<file path="config.mk">
export PLATFORM = sky130hd
export DESIGN_NAME = fetch_queue
export DESIGN_NICKNAME = d
export VERILOG_FILES = /design/src/rtl/fetch_queue.sv
export SDC_FILE = /design/constraint.sdc
export NUM_CORES = 1
export LEC_CHECK = 0
export ABC_AREA = 1
export CAP_MARGIN = 20
export CORE_MARGIN = 5
export CORE_UTILIZATION = 50
export DETAILED_ROUTE_END_ITERATION = 10
export PLACE_DENSITY_LB_ADDON = 0.1
export SLEW_MARGIN = 0
export SYNTH_ARGS = -nofsm -noshare
export SYNTH_HDL_FRONTEND = slang
export SYNTH_SLANG_ARGS = --single-unit
</file>
<file path="constraint.sdc">
create_clock -name clk -period 3.3 [get_ports clk]
set_input_delay 0.33 -clock clk [delete_from_list [all_inputs] [get_ports clk]]
set_output_delay 0.33 -clock clk [all_outputs]
set_load 0.005 [all_outputs]
</file>
<file path="src/rtl/fetch_queue.sv">
// ---------------------------------------------------------------------------
// fetch_queue
//
// Instruction prefetch queue sitting between a 1-cycle-latency synchronous
// instruction memory and the decoder. It owns the fetch PC, issues sequential
// fetches (PC+4), buffers returned words together with their PCs in a
// DEPTH-entry FIFO and hands them to decode over a valid/ready handshake.
// A redirect flushes everything buffered or in flight and restarts fetching
// at redirect_pc.
//
// Optional feature (compile-time macro FETCH_QUEUE_BYPASS_EN):
//   Defined   - when the FIFO is empty, an arriving response is shown to decode
//               combinationally in the same cycle; if decode accepts it, it is
//               never written to the FIFO.
//   Undefined - every response is written to the FIFO first and becomes
//               visible to decode the following cycle.
//
// Ports
//   clk          in   rising-edge clock
//   rst          in   asynchronous, active-low reset
//   imem_req     out  fetch request this cycle
//   imem_addr    out  fetch address (the fetch PC)
//   imem_rdata   in   instruction word, valid the cycle after imem_req
//   instr_valid  out  head entry valid
//   instr        out  head instruction word
//   instr_pc     out  PC of the head instruction
//   instr_ready  in   decode accepts the head this cycle
//   redirect     in   flush and restart fetching at redirect_pc
//   redirect_pc  in   new fetch PC
//   count        out  number of entries held in the FIFO
// ---------------------------------------------------------------------------
module fetch_queue #(
  parameter int                  PC_WIDTH    = 16,
  parameter int                  INSTR_WIDTH = 32,
  parameter int                  DEPTH       = 4,
  parameter logic [PC_WIDTH-1:0] RESET_PC    = '0
) (
  input  logic                     clk,
  input  logic                     rst,
  output logic                     imem_req,
  output logic [PC_WIDTH-1:0]      imem_addr,
  input  logic [INSTR_WIDTH-1:0]   imem_rdata,
  output logic                     instr_valid,
  output logic [INSTR_WIDTH-1:0]   instr,
  output logic [PC_WIDTH-1:0]      instr_pc,
  input  logic                     instr_ready,
  input  logic                     redirect,
  input  logic [PC_WIDTH-1:0]      redirect_pc,
  output logic [$clog2(DEPTH):0]   count
);

  localparam int AW = $clog2(DEPTH);
  localparam int CW = AW + 1;
  localparam logic [AW-1:0] PTR_ONE = AW'(1);

  // ---------------------------------------------------------------------
  // State
  // ---------------------------------------------------------------------
  logic [PC_WIDTH-1:0]    fpc_reg;
  logic                   inflight_reg;
  logic [PC_WIDTH-1:0]    inflight_pc_reg;
  logic [AW-1:0]          rd_ptr_reg;
  logic [AW-1:0]          wr_ptr_reg;
  logic [CW-1:0]          count_reg;
  logic                   head_valid_reg;
  logic [INSTR_WIDTH-1:0] head_instr_reg;
  logic [PC_WIDTH-1:0]    head_pc_reg;

  logic [INSTR_WIDTH-1:0] mem_instr [DEPTH];
  logic [PC_WIDTH-1:0]    mem_pc    [DEPTH];

  // ---------------------------------------------------------------------
  // Combinational control
  // ---------------------------------------------------------------------
  logic [CW:0]            occupancy;
  logic                   issue;
  logic                   resp_valid;
  logic                   bypass_hit;
  logic                   bypass_take;
  logic                   push;
  logic                   pop;
  logic [CW-1:0]          remaining;

  logic [AW-1:0]          rd_ptr_next;
  logic [AW-1:0]          wr_ptr_next;
  logic [CW-1:0]          count_next;
  logic                   head_valid_next;
  logic [INSTR_WIDTH-1:0] head_instr_next;
  logic [PC_WIDTH-1:0]    head_pc_next;

  // Entries already buffered plus the one that may still come back; a fetch
  // is only issued when that total leaves a free slot, so a push can never
  // find the FIFO full. The rst term keeps imem_req low while reset is held.
  assign occupancy = {1'b0, count_reg} + (CW+1)'(inflight_reg);
  assign issue     = rst && !redirect && (occupancy < (CW+1)'(DEPTH));
  assign imem_req  = issue;
  assign imem_addr = fpc_reg;

  // No fetch is issued in a redirect cycle, so inflight is always clear the
  // cycle after a redirect; the only response that can be stale is the one
  // arriving during the redirect cycle itself, and that is dropped below.
  assign resp_valid = inflight_reg;

`ifdef FETCH_QUEUE_BYPASS_EN
  assign bypass_hit = resp_valid && (count_reg == '0) && !redirect;
`else
  assign bypass_hit = 1'b0;
`endif

  assign bypass_take = bypass_hit && instr_ready;
  assign pop         = head_valid_reg && instr_ready && !redirect;
  assign push        = resp_valid && !redirect && !bypass_take;
  assign remaining   = count_reg - CW'(pop);

  assign instr_valid = head_valid_reg || bypass_hit;
  assign instr       = bypass_hit ? imem_rdata      : head_instr_reg;
  assign instr_pc    = bypass_hit ? inflight_pc_reg : head_pc_reg;
  assign count       = count_reg;

  // Next-state for pointers, count and the registered head. The head
  // registers mirror mem[rd_ptr] whenever the FIFO is non-empty, and keep
  // their last value when it empties so instr/instr_pc hold.
  always_comb begin
    rd_ptr_next     = pop  ? rd_ptr_reg + PTR_ONE : rd_ptr_reg;
    wr_ptr_next     = push ? wr_ptr_reg + PTR_ONE : wr_ptr_reg;
    count_next      = count_reg + CW'(push) - CW'(pop);
    head_valid_next = head_valid_reg;
    head_instr_next = head_instr_reg;
    head_pc_next    = head_pc_reg;

    if (redirect) begin
      rd_ptr_next     = '0;
      wr_ptr_next     = '0;
      count_next      = '0;
      head_valid_next = 1'b0;
    end else if (remaining != '0) begin
      // An older entry stays behind after this cycle's pop: it becomes head.
      head_valid_next = 1'b1;
      head_instr_next = mem_instr[rd_ptr_next];
      head_pc_next    = mem_pc[rd_ptr_next];
    end else if (push) begin
      // FIFO drains to empty but a response is written now: it becomes head.
      head_valid_next = 1'b1;
      head_instr_next = imem_rdata;
      head_pc_next    = inflight_pc_reg;
    end else begin
      head_valid_next = 1'b0;
    end
  end

  // ---------------------------------------------------------------------
  // FIFO storage (contents need no reset; validity is tracked by count)
  // ---------------------------------------------------------------------
  always_ff @(posedge clk) begin
    if (push) begin
      mem_instr[wr_ptr_reg] <= imem_rdata;
      mem_pc[wr_ptr_reg]    <= inflight_pc_reg;
    end
  end

  // ---------------------------------------------------------------------
  // Control registers
  // ---------------------------------------------------------------------
  always_ff @(posedge clk or negedge rst) begin
    if (!rst) begin
      fpc_reg         <= RESET_PC;
      inflight_reg    <= 1'b0;
      inflight_pc_reg <= '0;
      rd_ptr_reg      <= '0;
      wr_ptr_reg      <= '0;
      count_reg       <= '0;
      head_valid_reg  <= 1'b0;
      head_instr_reg  <= '0;
      head_pc_reg     <= '0;
    end else begin
      // Redirect wins over sequential advance; while redirect is held the
      // latest redirect_pc is captured each cycle.
      if (redirect) begin
        fpc_reg <= redirect_pc;
      end else if (issue) begin
        fpc_reg <= fpc_reg + PC_WIDTH'(4);
      end
      inflight_reg <= issue;
      if (issue) begin
        inflight_pc_reg <= fpc_reg;
      end
      rd_ptr_reg     <= rd_ptr_next;
      wr_ptr_reg     <= wr_ptr_next;
      count_reg      <= count_next;
      head_valid_reg <= head_valid_next;
      head_instr_reg <= head_instr_next;
      head_pc_reg    <= head_pc_next;
    end
  end

endmodule

</file>
=== Word-level counts from Yosys, hierarchy flattened ===
Memories as Yosys holds them, arrays and structs flattened.
Index checks and enable logic that the tools add are counted.

* Register bits after elaboration: 89
* RAM bits: 192
* Output and inout bits: 69
* Logic and storage cells: 46
* Memories: 2

* Add/subtract/negate cells: 7
* Order comparisons: 1
* Mux-type cells: 15
* Bitwise operators: 1
* Reductions and logical operators: 11

{| class="wikitable"
|+ Memories
! name !! depth !! bits a word !! rd ports !! clocked after Yosys merged registers in !! wr ports !! line !! source
|-
| mem_instr || 4 || 32 || 1 || 0 || 1 || 69 || <nowiki>logic [INSTR_WIDTH-1:0] mem_instr [DEPTH];</nowiki>
|-
| mem_pc || 4 || 16 || 1 || 0 || 1 || 70 || <nowiki>logic [PC_WIDTH-1:0] mem_pc [DEPTH];</nowiki>
|}

{| class="wikitable"
|+ Operators by type and width
! cell !! number
|-
| $mux W16 || 4
|-
| $mux W32 || 2
|-
| $add A16 B3 Y16 const B || 1
|-
| $mux W2 || 4
|-
| $reduce_bool A2 Y1 || 3
|-
| $sub A3 B1 Y3 || 2
|-
| $logic_and A1 B1 Y1 || 5
|-
| $add A2 B1 Y2 const B || 2
|-
| $add A3 B1 Y4 || 1
|-
| $lt A4 B3 Y1 const B || 1
|-
| $mux W1 || 4
|-
| $add A3 B1 Y3 || 1
|-
| $mux W3 || 1
|-
| $reduce_bool A3 Y1 || 1
|-
| $reduce_and A2 Y1 || 1
|-
| $logic_not A1 Y1 || 1
|-
| $not A1 Y1 || 1
|}

=== Logic depth before layout (Yosys ltp) ===
Gate-level depths: netlist of run 1.

* Word-level depth: 6
* Mapped depth: 11
* Gate-level depth less buffers: 10

=== Worst setup path after synthesis of run 1 ===
OpenSTA, ideal clock, no wires.

* Path type: input-to-reg
* Start: in redirect
* End: mem mem_instr[0][0] (enable)
* Library setup time: 454 ps
* Data arrival time: 2815 ps
* Path slack: 32 ps
* Stages on the path: 4
* Path buffers: 1
* Cells stage by stage: inv_2 > nand2_1 > clkbuf_1 > nor2_1

* Longest elaborated chain between the ends: 4

{| class="wikitable"
|+ RTL lines
! what !! line !! source
|-
| start: declaration || 47 || <nowiki>input logic redirect,</nowiki>
|-
| $logic_not A1 Y1 || 112 || <nowiki>assign push = resp_valid && !redirect && !bypass_take;</nowiki>
|-
| $logic_and A1 B1 Y1 || 112 ||
|-
| $mux W1 || 155 || <nowiki>if (push) begin</nowiki>
|-
| $mux W1 (not written as such) || 156 || <nowiki>mem_instr[wr_ptr_reg] <= imem_rdata;</nowiki>
|-
| end: declaration || 69 ||
|}

No other way between the ends.

=== Worst setup path after layout of run 1 ===
* Start: reg count_reg[1] (netlist: count[1])
* End: out imem_req

* Longest elaborated chain between the ends: 3

{| class="wikitable"
|+ RTL lines
! what !! line !! source
|-
| start: declaration || 64 || <nowiki>logic [CW-1:0] count_reg;</nowiki>
|-
| start signal: assignment || 189 || <nowiki>count_reg <= count_next;</nowiki>
|-
| $add A3 B1 Y4 || 94 || <nowiki>assign occupancy = {1'b0, count_reg} + (CW+1)'(inflight_reg);</nowiki>
|-
| $lt A4 B3 Y1 || 95 || <nowiki>assign issue = rst && !redirect && (occupancy < (CW+1)'(DEPTH));</nowiki>
|-
| $logic_and A1 B1 Y1 || 95 ||
|-
| end: declaration || 40 || <nowiki>output logic imem_req,</nowiki>
|}

No other way between the ends.

==> results of run 1 <==
[layout make-up]
class / count / area [sq um] / area share
Tap cell: 330 / 413 / 0.0274
Clock inverter: 15 / 149 / 0.00988
Sequential cell: 281 / 7990 / 0.531
Antenna cell: 1 / 2.50 / 0.000166
Clock buffer: 38 / 769 / 0.0511
Multi-Input combinational cell: 721 / 3480 / 0.231
Inverter: 215 / 807 / 0.0536
Timing Repair Buffer: 147 / 1450 / 0.0965
[cells in the final DEF (no fill, tap or decap), types with 4 or more instances in the layout]
cell type / netlist / final
nand2_1: 340 / 337
inv_1: 214 / 214
nand3_1: 210 / 210
edfxtp_1: 192 / 192
clkdlybuf4s50_1: 0 / 119
dfrtp_1: 89 / 89
o21ai_0: 66 / 66
nand3b_1: 48 / 48
clkbuf_16: 0 / 29
buf_4: 4 / 23
nor2_1: 22 / 18
clkbuf_1: 29 / 8
clkinv_2: 0 / 8
ha_1: 7 / 7
o211ai_1: 6 / 6
xor2_1: 6 / 6
nand2_2: 3 / 4
nor2_4: 0 / 4
buf_12: 0 / 4
[timing repair]
| item | CTS | global route |
|---|---|---|
| setup endpoints to repair | 0 | 0 |
| hold endpoints to repair | 28 | 0 |
| gates resized for setup | 0 | 0 |
| hold buffers | 1 | 0 |
[worst max-delay path, delay by kind of cell (launching register included)]
kind / cells / cell delay, ns
adders and majority gates: 1 / 0.22
DFF: 1 / 0.44
buffers and inverters: 2 / 0.65
and+or+nand+nor: 4 / 0.32
[path summary, 6_finish.rpt]
path                                start            endpoint  depth (start not counted)
max                              count[1]            imem_req                          7
max reg2reg                   instr_valid            instr[0]                          7
max in group asynchronous             rst  inflight_pc_reg[5]                          4
min in group clk           redirect_pc[0]        imem_addr[0]                          3
min reg2reg                      instr[3]            instr[3]                          2
min                                   rst           instr[17]                          2
[power by group through the flow]
stage / logic [mW] / clock network [mW] / registers, mW
CTS: 2.19 / 3.23 / 4.64
floorplan: 1.03 / 0 / 4.63
global placement: 2.15 / 0 / 4.69
finish: 2.16 / 3.15 / 4.63
global route: 2.41 / 3.38 / 4.70
detailed placement: 2.18 / 0 / 4.70
[through the flow]
stage	util	power, mW
5_1_grt	0.603	10.5
4_1_cts	0.603	10.1
3_3_place_gp	0.566	6.84
2_1_floorplan	-	5.66
6_report	0.603	9.94
3_5_place_dp	0.566	6.88
[metal layers]
metal / wire, microns / GRT usage / vias up
li1: - / - / 4387
met1: 13400 / 0.292 / 4155
met2: 13700 / 0.346 / 243
met3: 1520 / 0.0286 / 38
met4: 462 / 0.0522 / 0
met5: 0 / 0 / -
[logic make-up (layout without fill, tap and decap cells)]
logic type | Yosys count | in the layout | share of synthesized area
simple gates | 631 | 631 | 0.227
buf+inv | 283 | 415 | 0.0900
flops | 281 | 281 | 0.638
compound gates | 75 | 75 | 0.0314
fa+ha+maj | 8 | 8 | 0.00859
xor+xnor | 7 | 7 | 0.00489
other cells | 0 | 1 | 0
==> results.sh, run 1 <==
export IMPL_clock_skew_ns=0.00872
export IMPL_synth_top_area_share=0.460
export IMPL_power_density_nw_per_um2=660
export IMPL_grt_max_degree=97
export IMPL_dieArea_sq_um=28300
export IMPL_avgSynthCellArea_sq_um=9.75
export IMPL_tightest_slew_ns=0.895
export IMPL_insertion_delay_ns=0.53
export IMPL_port_buffers=120
export IMPL_peakVddDrop_v=0.000325
export IMPL_slew_violations=0
export IMPL_ys_flop_type="edfxtp_1"
export IMPL_antenna_found_initial=1
export IMPL_clk_path_buf_depth=3
export IMPL_num_vias=8823
export IMPL_endpoint_kind="primary output"
export IMPL_power_frac_seq=0.466
export IMPL_critPathLaunchType="flop"
export IMPL_num_io_pins=121
export IMPL_outcome="finished, final reports clean"
export IMPL_final_hold_viol_count=0
export IMPL_largest_reg_flops=128
export IMPL_synth_yosys_warnings=0
export IMPL_regMostFlops="mem_instr"
export IMPL_rrSetupSlack_ns=1.15
export IMPL_cts_buffers=29
export IMPL_h_tree_depth=1
export IMPL_synth_largest_area_cell="edfxtp_1"
export IMPL_setup_violations=0
export IMPL_row_count=58
export IMPL_finalWirelength_microns=29100
export IMPL_combPwrFrac=0.217
export IMPL_async_flop_share=0.317
export IMPL_synth_top_cells_by_count="nand2_1, inv_1, nand3_1"
export IMPL_postCtsSetupBuffers=0
export IMPL_fmaxAchievable_mhz=402
export IMPL_crit_path_cell_trace="ha_1, nand3_1, nand3_1, nor2_1, nand2_1, inv_1, clkdlybuf4s50_1"
export IMPL_overflow=0
export IMPL_grt_use_total=0.208
export IMPL_clock_sinks=281
export IMPL_cp_max_fo=5
export IMPL_core_sq_um=25000
export IMPL_yosysUniqueCellTypes=28
export IMPL_tritoncts="yes"
export IMPL_synth_edf_count=192
export IMPL_crit_slowest_cell="clkdlybuf4s50_1"
export IMPL_synth_most_common_cell="nand2_1"
export IMPL_die_y_microns=168
export IMPL_rsz0062_at_grt="no"
export IMPL_switchingPower_mw=2.75
export IMPL_ant_nets=0
export IMPL_clkSlewWorstSetupHoldPaths_ns=0.06
export IMPL_maxCapViolCount=0
export IMPL_post_route_drc_count=0
export IMPL_syn_area_sq_um=12500
export IMPL_place_ws_ns=0.610
export IMPL_place_area_sq_um=14100
export IMPL_die_w_microns=168
export IMPL_slew_headroom=0.404
export IMPL_grt_pass1_wl_microns=47500
export IMPL_drtIter0Drc=606
export IMPL_max_stage_delay_ns=0.52
export IMPL_fin_nets=1455
export IMPL_dp_hpwl_microns=16300
export IMPL_critPathKind="flop to primary output"
export IMPL_power_share_clock=0.317
export IMPL_cp_required_ns=2.97
export IMPL_ys_seq_area_frac=0.638
export IMPL_period_needed_ns=2.49
export IMPL_p_int_mw=7.20
export IMPL_timing_critical_path_mode_cell="nand3_1"
export IMPL_instances_no_fill=1748
export IMPL_fin_ws_ns=0.814
export IMPL_fin_crit_sh=0.753
export IMPL_arrival_ns=2.16
export IMPL_hold_path_class="input pin to asynchronous set/reset pin"
export IMPL_place_inst=1693
export IMPL_syn_inst=1285
export IMPL_grt_pass1_vias=8950
export IMPL_routed_via_density=5.05
export IMPL_drive_gt1_frac=0.0593
export IMPL_initial_core_util=0.502
export IMPL_synth_area_leaders="edfxtp_1, dfrtp_1, nand2_1"
export IMPL_fill_cells=2138
export IMPL_fin_setup_tns_ns=0
export IMPL_p_leak_nw=6.60
export IMPL_areaGrowthSynthToFinish_pct=20.2
export IMPL_swShare=0.276
export IMPL_synth_fp_nets=1345
export IMPL_holdWs_ns=0.168
export IMPL_root_buffer="clkbuf_16"
export IMPL_place_congestion=0.758
export IMPL_wl_per_cell_microns=16.7
export IMPL_ys_seq_elements=281
export IMPL_final_area_sq_um=15100
export IMPL_dr_pass1_iters=5
(Power assumes the default switching activity.)
==> run 2: changes to the inputs <==
==> constraint.sdc (replaced) <==
create_clock -name clk -period 2.6 [get_ports clk]
set_input_delay 0.26 -clock clk [delete_from_list [all_inputs] [get_ports clk]]
set_output_delay 0.26 -clock clk [all_outputs]
set_load 0.005 [all_outputs]
==> results.sh, run 2 (same netlist as run 1, synthesis figures left out) <==
export IMPL_dieArea_sq_um=28300
export IMPL_drive_gt1_frac=0.0682
export IMPL_place_congestion=0.763
export IMPL_combPwrFrac=0.218
export IMPL_root_buffer="clkbuf_16"
export IMPL_die_y_microns=168
export IMPL_tritoncts="yes"
export IMPL_row_count=58
export IMPL_final_common_cell="nand2_1"
export IMPL_clk_path_buf_depth=3
export IMPL_grt_busiest_layer="met2"
export IMPL_fin_crit_sh=0.930
export IMPL_switchingPower_mw=3.57
export IMPL_reg2regPathDepth=8
export IMPL_dr_pass1_iters=5
export IMPL_final_hold_viol_count=0
export IMPL_num_io_pins=121
export IMPL_port_buffers=120
export IMPL_hold_path_class="input pin to flop"
export IMPL_slew_violations=0
export IMPL_swShare=0.278
export IMPL_met1_usage=0.284
export IMPL_grt_use_met2=0.352
export IMPL_setup_violations=0
export IMPL_die_w_microns=168
export IMPL_grt_max_degree=90
export IMPL_arrival_ns=2.16
export IMPL_drtIter0Drc=551
export IMPL_wl_per_cell_microns=16.6
export IMPL_clock_sinks=281
export IMPL_cp_max_fo=5
export IMPL_grt_pass1_wl_microns=47000
export IMPL_rsz0062_at_grt="no"
export IMPL_setup_worst_path_start="count[1]"
export IMPL_peakVddDrop_v=0.000551
export IMPL_p_leak_nw=6.71
export IMPL_rrSetupSlack_ns=0.76
export IMPL_fin_util=0.614
export IMPL_maxCapViolCount=0
export IMPL_outcome="finished, final reports clean"
export IMPL_cts_buffers=29
export IMPL_insertion_delay_ns=0.54
export IMPL_cp_required_ns=2.34
export IMPL_critPathKind="flop to primary output"
export IMPL_overflow=0
export IMPL_final_cell_mix="nand2_1, inv_1, nand3_1"
export IMPL_core_sq_um=25000
export IMPL_clock_skew_ns=0.0101
export IMPL_multiInputGateArea_sq_um=3480
export IMPL_fmaxAchievable_mhz=414
export IMPL_use_met3=0.0272
export IMPL_p_int_mw=9.29
export IMPL_holdWs_ns=0.282
export IMPL_routed_via_density=5.08
export IMPL_h_tree_depth=1
export IMPL_fin_nets=1460
export IMPL_regMostFlops="mem_instr"
export IMPL_ant_nets=0
export IMPL_crit_path_end="imem_req"
export IMPL_finalWirelength_microns=29200
export IMPL_r2r_start="instr_valid"
export IMPL_largest_reg_flops=128
export IMPL_post_route_drc_count=0
export IMPL_critPathLaunchType="flop"
export IMPL_dp_hpwl_microns=16700
export IMPL_seq_area_sq_um=7990
export IMPL_tightest_slew_ns=0.557
export IMPL_endpoint_kind="primary output"
export IMPL_r2r_end="instr_pc[13]"
export IMPL_fill_cells=2094
export IMPL_slew_headroom=0.628
export IMPL_period_needed_ns=2.42
export IMPL_power_share_clock=0.324
export IMPL_num_vias=8900
export IMPL_grt_use_total=0.207
export IMPL_power_density_nw_per_um2=839
export IMPL_grt_pass1_vias=8915
export IMPL_initial_core_util=0.502
export IMPL_num_antenna_cells=0
export IMPL_antenna_found_initial=0
export IMPL_areaGrowthSynthToFinish_pct=22.3
export IMPL_postCtsSetupBuffers=0
export IMPL_clkSlewWorstSetupHoldPaths_ns=0.06
export IMPL_power_frac_seq=0.459
run 2: timing repair:
| item | in CTS | in global routing |
|---|---|---|
| hold buffers | 1 | 0 |
| endpoints found under the setup margin | 0 | 1 |
| hold endpoints to repair | 89 | 0 |
| resized for setup | 0 | 1 |
run 2: through the flow:
stage / worst slack [ns] / power [mW] / TNS (ns) / std cells / area (sq um)
global route: 0.0238 / 13.5 / 0 / 1753 / 15300
finish: 0.182 / 12.9 / 0 / 1753 / 15300
CTS: 0.102 / 13.0 / 0 / 1753 / 15300
floorplan: -0.622 / 7.19 / -119.48 / 1285 / 12500
global placement: 0.393 / 8.76 / 0 / 1698 / 14300
detailed placement: 0.355 / 8.81 / 0 / 1698 / 14300
run 2: layout make-up:
type | count | area share
Inverter | 215 | 0.0526
Multi-Input combinational cell | 721 | 0.227
Timing Repair Buffer | 152 | 0.108
Sequential cell | 281 | 0.521
Clock buffer | 40 | 0.0575
Tap cell | 330 | 0.0269
Clock inverter | 14 | 0.00694
run 2: how the worst min path moves through the flow:
stage | start | endpoint | cells after the start | slack (ns)
2_1_floorplan | rst | count[0] | 0 | -0.04
3_3_place_gp | rst | instr[13] | 2 | 0.44
3_5_place_dp | rst | instr[13] | 2 | 0.45
4_1_cts | redirect_pc[0] | imem_addr[0] | 3 | 0.27
5_1_grt | redirect_pc[7] | imem_addr[7] | 3 | 0.31
6_report | redirect_pc[0] | imem_addr[0] | 3 | 0.28
run 2: worst max-delay path, cell delays in order, from the launching register on:
cell and delay, ns:
dfrtp_2 0.45, ha_1 0.21, nand3_1 0.08, nand3_1 0.06
nor2_1 0.09, nand2_1 0.09, inv_1 0.12, clkdlybuf4s50_1 0.52
run 2: routing by layer:
| metal | wire [microns] | part of all wire |
|---|---|---|
| met5 | 0 | 0 |
| met4 | 384 | 0.013 |
| met3 | 1570 | 0.054 |
| met2 | 14000 | 0.48 |
| met1 | 13300 | 0.45 |
run 2: power groups by stage:
stage	Sequential [mW]	Combinational, mW	Clock (mW)
floorplan	5.88	1.31	0
global placement	5.97	2.79	0
detailed placement	5.98	2.83	0
CTS	5.91	2.84	4.23
global route	5.98	3.13	4.42
finish	5.90	2.80	4.17
==> run 3: changes to the inputs <==
--- a/config.mk
+++ b/config.mk
@@ -15,3 +15,4 @@
 export SYNTH_ARGS = -nofsm -noshare
 export SYNTH_HDL_FRONTEND = slang
 export SYNTH_SLANG_ARGS = --single-unit
+export TNS_END_PERCENT = 50
==> results of run 3 <==
The final DEF is identical to that of run 2; final timing and power are the same.
